$ cat config.mk
export PLATFORM = sky130hd
export DESIGN_NAME = irq_ctrl_flat
export DESIGN_NICKNAME = d
export VERILOG_FILES = /design/src/rtl/irq_ctrl_if.sv /design/src/rtl/irq_ctrl.sv /design/src/flat_wrapper.sv
export SDC_FILE = /design/constraint.sdc
export NUM_CORES = 1
export LEC_CHECK = 0
export ABC_AREA = 1
export ABC_CLOCK_PERIOD_IN_PS = 1400
export CORE_AREA = 8 8 77 79
export DETAILED_ROUTE_END_ITERATION = 10
export DIE_AREA = 0 0 85 87
export GPL_TIMING_DRIVEN = 1
export PLACE_DENSITY_LB_ADDON = 0.12
export SKIP_CTS_REPAIR_TIMING = 1
export SLEW_MARGIN = 20
export SYNTH_ARGS = -nofsm -noshare
export SYNTH_HDL_FRONTEND = slang
export SYNTH_SLANG_ARGS = --single-unit
export TNS_END_PERCENT = 1
$ cat constraint.sdc
create_clock -name clk -period 1.4 [get_ports clk]
set_input_delay 0.28 -clock clk [delete_from_list [all_inputs] [get_ports clk]]
set_output_delay 0.28 -clock clk [all_outputs]
set_load 0.02 [all_outputs]
$ cat src/rtl/irq_ctrl_if.sv
// rtl/irq_ctrl_if.sv - word-addressed register bus between software bridge and irq_ctrl
// Ports:
//   addr  : byte offset into the block (only [3:2] decoded by the slave)
//   we    : single-cycle write strobe
//   wdata : write data
//   rdata : combinational read data from the slave
interface irq_ctrl_if;
    logic [3:0]  addr;
    logic        we;
    logic [31:0] wdata;
    logic [31:0] rdata;

    modport master (output addr, output we, output wdata, input rdata);
    modport slave  (input addr, input we, input wdata, output rdata);
endinterface

$ cat src/rtl/irq_ctrl.sv
// rtl/irq_ctrl.sv - external interrupt controller: sync, edge/level pending, mask, HWInt to CP0
// Ports:
//   clk     : system clock, rising edge
//   reset   : asynchronous active-low reset
//   src     : raw device interrupt lines (asynchronous, active high)
//   bus     : register bus slave (MASK=0x0, MODE=0x4, PEND=0x8, TOP=0xC)
//   HWInt   : registered pending-and-enabled vector to CP0
//   any_irq : registered OR of HWInt
module irq_ctrl #(
    parameter int NSRC        = 6,
    parameter int SYNC_STAGES = 2
) (
    input  logic          clk,
    input  logic          reset,
    input  logic [5:0]    src,
    irq_ctrl_if.slave     bus,
    output logic [5:0]    HWInt,
    output logic          any_irq
);

    // Bits at or above NSRC do not exist: they read 0 and ignore writes.
    localparam logic [5:0] VALID = 6'((7'd1 << NSRC) - 7'd1);

    logic [5:0] sync_q [SYNC_STAGES];
    logic [5:0] prev;
    logic [5:0] mask;
    logic [5:0] mode;
    logic [5:0] pend;

    logic [5:0] sync;
    logic [5:0] rise;
    logic       wr_mask;
    logic       wr_mode;
    logic       wr_pend;
    logic [5:0] mode_chg;
    logic [5:0] w1c;
    logic [5:0] pend_next;
    logic [5:0] active;
    logic [2:0] top_idx;
    logic       top_valid;

    assign sync    = sync_q[SYNC_STAGES-1];
    assign rise    = sync & ~prev;

    assign wr_mask = bus.we && (bus.addr[3:2] == 2'd0);
    assign wr_mode = bus.we && (bus.addr[3:2] == 2'd1);
    assign wr_pend = bus.we && (bus.addr[3:2] == 2'd2);

    // A mode switch discards whatever was pending on that bit; the new mode
    // only starts to govern the bit from the following cycle.
    assign mode_chg = wr_mode ? ((bus.wdata[5:0] ^ mode) & VALID) : 6'd0;

    // W1C only touches edge-mode bits; level bits track the line anyway.
    assign w1c = wr_pend ? (bus.wdata[5:0] & mode) : 6'd0;

    // Edge bits: a new rising edge beats a simultaneous W1C.
    assign pend_next = ((~mode & sync) | (mode & (rise | (pend & ~w1c))))
                       & ~mode_chg & VALID;

    always_ff @(posedge clk or negedge reset) begin
        if (!reset) begin
            for (int k = 0; k < SYNC_STAGES; k++) begin
                sync_q[k] <= 6'd0;
            end
            prev <= 6'd0;
        end else begin
            sync_q[0] <= src & VALID;
            for (int k = 1; k < SYNC_STAGES; k++) begin
                sync_q[k] <= sync_q[k-1];
            end
            prev <= sync;
        end
    end

    always_ff @(posedge clk or negedge reset) begin
        if (!reset) begin
            mask    <= 6'd0;
            mode    <= 6'd0;
            pend    <= 6'd0;
            HWInt   <= 6'd0;
            any_irq <= 1'b0;
        end else begin
            if (wr_mask) begin
                mask <= bus.wdata[5:0] & VALID;
            end
            if (wr_mode) begin
                mode <= bus.wdata[5:0] & VALID;
            end
            pend    <= pend_next;
            HWInt   <= pend & mask;
            any_irq <= |(pend & mask);
        end
    end

    assign active    = pend & mask;
    assign top_valid = |active;

    // Lowest index wins: scan from the top so the last hit is the smallest.
    always_comb begin
        top_idx = 3'd0;
        for (int i = NSRC - 1; i >= 0; i--) begin
            if (active[i]) begin
                top_idx = 3'(i);
            end
        end
    end

    always_comb begin
        bus.rdata = 32'd0;
        case (bus.addr[3:2])
            2'd0: bus.rdata = {26'd0, mask};
            2'd1: bus.rdata = {26'd0, mode};
            2'd2: bus.rdata = {26'd0, pend};
            2'd3: bus.rdata = {top_valid, 28'd0, top_idx};
            default: bus.rdata = 32'd0;
        endcase
    end

    logic unused_bits;
    assign unused_bits = ^{bus.addr[1:0], bus.wdata[31:6]};

endmodule

$ cat src/flat_wrapper.sv
// flat-port wrapper written by rule: the top's interface ports become plain ports
module irq_ctrl_flat 
#(
    parameter int NSRC        = 6,
    parameter int SYNC_STAGES = 2
)
  (clk, reset, src, HWInt, any_irq, bus_addr, bus_we, bus_wdata, bus_rdata);
  irq_ctrl_if bus_i ();
  input  logic clk;
  input  logic reset;
  input  logic [5:0] src;
  output logic [5:0] HWInt;
  output logic any_irq;
  input wire logic [$bits(bus_i.addr)-1:0] bus_addr;
  input wire logic [$bits(bus_i.we)-1:0] bus_we;
  input wire logic [$bits(bus_i.wdata)-1:0] bus_wdata;
  output wire logic [$bits(bus_i.rdata)-1:0] bus_rdata;
  assign bus_i.addr = bus_addr;
  assign bus_i.we = bus_we;
  assign bus_i.wdata = bus_wdata;
  assign bus_rdata = bus_i.rdata;
  irq_ctrl #(.NSRC(NSRC), .SYNC_STAGES(SYNC_STAGES)) u_core (.clk(clk), .reset(reset), .src(src), .bus(bus_i), .HWInt(HWInt), .any_irq(any_irq));
endmodule
==> results <==
[per-layer routing]
layer	routed length, um	global-route usage
met4	67	0.04369
met5	0	0
met2	1881	0.1854
met3	201	0.03962
met1	1803	0.1393
[Yosys cell counts]
library cell | instances | share of area
o21ai_2 | 2 | 0.0091
inv_2 | 3 | 0.0059
nor2_1 | 4 | 0.0078
nand4_1 | 1 | 0.0033
nor2_2 | 1 | 0.0033
buf_4 | 25 | 0.098
inv_1 | 16 | 0.031
o2111ai_1 | 1 | 0.0046
o21ai_1 | 4 | 0.010
nand3_1 | 10 | 0.026
o21ai_0 | 4 | 0.010
ha_1 | 6 | 0.039
nand2_2 | 1 | 0.0033
a22oi_1 | 6 | 0.023
nor2_4 | 3 | 0.018
buf_6 | 1 | 0.0059
mux2_2 | 2 | 0.012
nand2_1 | 60 | 0.12
dfrtp_1 | 43 | 0.56
a21oi_1 | 4 | 0.010
conb_1 | 1 | 0.0020
[worst max-delay path by stage]
stage | from | to | slack [ns] | cells past startpoint
after global placement | bus_addr[3] | bus_rdata[2] | -0.83 | 6
after floorplan | u_core.pend[4] | bus_rdata[0] | 0.09 | 7
after detailed placement | bus_addr[3] | bus_rdata[2] | -0.86 | 6
after global routing | u_core.mask[5] | bus_rdata[0] | -0.35 | 9
final | u_core.mask[4] | bus_rdata[2] | -0.21 | 7
after CTS | bus_addr[3] | bus_rdata[2] | -0.87 | 6
[registers in the layout, summed over array words and instances, names as in the netlist]
signal          flops
u_core.prev         6
u_core.HWInt        6
u_core.mask         6
u_core.any_irq      1
u_core.pend         6
u_core.mode         6
u_core.sync         6
u_core.sync_q       6
[cell type report]
type / instances / area, sq um / area share
Clock buffer: 6 / 72.57 / 0.02673
Clock inverter: 2 / 60.06 / 0.02212
Tap cell: 56 / 70.07 / 0.02581
Sequential cell: 43 / 1076 / 0.3963
Inverter: 19 / 71.32 / 0.02627
Timing Repair Buffer: 73 / 658.1 / 0.2424
Multi-Input combinational cell: 134 / 706.9 / 0.2604
[report_power, final]
part	switching, uW	internal, uW	leakage, uW	total [uW]
Sequential	66.3	1390	0.000518	1450
Clock	405	713	0.0000654	1120
Combinational	475	450	0.000929	926
[kinds of logic (layout without fill, tap and decap cells)]
family / after synthesis / in the layout
other: 1 / 25
and+or+nand+nor: 80 / 80
DFF: 43 / 43
AOI/OAI and AO/OA: 21 / 21
buffers and inverters: 45 / 100
muxes: 2 / 2
adders and majority gates: 6 / 6
[per-stage QoR]
| step | std cells | hold WS (ns) | setup TNS (ns) | total power (uW) |
|---|---|---|---|---|
| floorplan | 222 | -0.01559 | 0 | 1935 |
| global placement | 323 | 0.2730 | -9.847 | 2376 |
| detailed placement | 323 | 0.2730 | -10.24 | 2386 |
| CTS | 331 | -0.03963 | -6.574 | 3521 |
| global route | 333 | 0.3671 | -1.315 | 3711 |
| finish | 333 | 0.3534 | -0.7487 | 3497 |
[worst register-to-register path, stage by stage, from the launching register on]
cell and delay [ns]:
dfrtp_1 0.39, buf_4 0.15, ha_1 0.27, a22oi_1 0.16
==> out/metrics.cfg <==
[hold_path]
hold_path_end=u_core.sync[3]
whs_path_depth=0
min_path_type=reg2reg
hp-start=u_core.sync_q[9]

[synthesis]
synth_xor_area_frac=0
synth_top_family_by_area=simple AND/OR/NAND/NOR gates
ys_ff_latch=43
syn_area_sq_mm=0.001922
muxShareOfSynthArea=0.01172
seq_area_frac_synth=0.5599
synth-simple-area-share=0.1784
synth.distinct_cells=21
yosysWarnings=0
synth-compound-area-share=0.06836
synth_adder_area_share=0.03906
synth_area_per_cell_sq_um=9.706
synthCells=198

[die]
die_w_um=85
rows=26
start_util=0.3965
dieArea_sq_mm=0.007395
io_pins=84
die_y_um=87
core_sq_mm=0.004847

[cells_and_area]
fillers=439
final_cell_area_sq_mm=0.002715
final_common_cell=nand2_1
final_util=0.5601
mostFrequentLayoutCells=nand2_1 (54), buf_4 (43), dfrtp_1 (43)
final_nets=327
syn_to_final_growth_pct=41.28
drive_above_1_share=0.3105
antenna_cells=0

[critical_path]
timing.critical_path.buf_inv=2
rr_worst_depth=3
cp_top_family=flip-flops
worst-path-max-fanout=3
worstPathArrival_ns=1.33
crit_slowest_cell=dfrtp_1
cp_slowest_stage_delay_ns=0.40
cp_cell_sequence=nand2_2 > nand2_1 > inv_2 > nor2_1 > nand2_1 > o2111ai_1 > buf_4
crit_path_end_kind=output port
timing.rr.end=u_core.pend[1]
r2r_slack_ns=0.35
timing.rr.start=u_core.mode[1]
path_class=reg2out
crit_required_ns=1.12
cp_common_cell=nand2_1
cp-start-kind=register

[cts]
clk_latency_ns=0.29
clock_path_buffers=2
cts_tree=done
cts_buffers=5
clkSinkCount=43
cts-htree-levels=2
root_buffer=clkbuf_8
path_clk_slew_ns=0.08

[timing]
final_hold_viol_count=0
fin_crit_sh=1.153
clock.fmax_ghz=0.6194
setup_slack_ns=-0.2145
rsz0062_at_grt=yes
setup_violations=5
slew_viol_final=0
skew_ns=0.001983
period_minus_slack_ns=1.615

[run]
max-cap-violations=0

[global_route]
track_usage=0.1155
grt_max_degree=44
overflow=0
antenna_found_initial=0
grt_pass1_vias=1420
grt_pass1_wl_um=6672

[detailed_routing]
drc=0
wl_per_cell_um=11.87
drt_iter0_drc=52
vias=1421
wirelength_um=3954
routed_via_density=4.267
drtPass1Iterations=4
drtAntennaViolNets=0

[run_status]
status=finished, violations left
violations=negative setup slack

[pwr]
irDropWorstVdd_mv=0.6800
powerDensity_mw_per_mm2=1288
p_leak_uw=0.001513

[placement]
dp_hpwl_um=3015
gp_congestion=0.7723
dp_slack_ns=-0.8587
numPortBuffers=30
dpl_cell_area_sq_mm=0.002511

No activity file was read; power rests on OpenSTA's default activity.
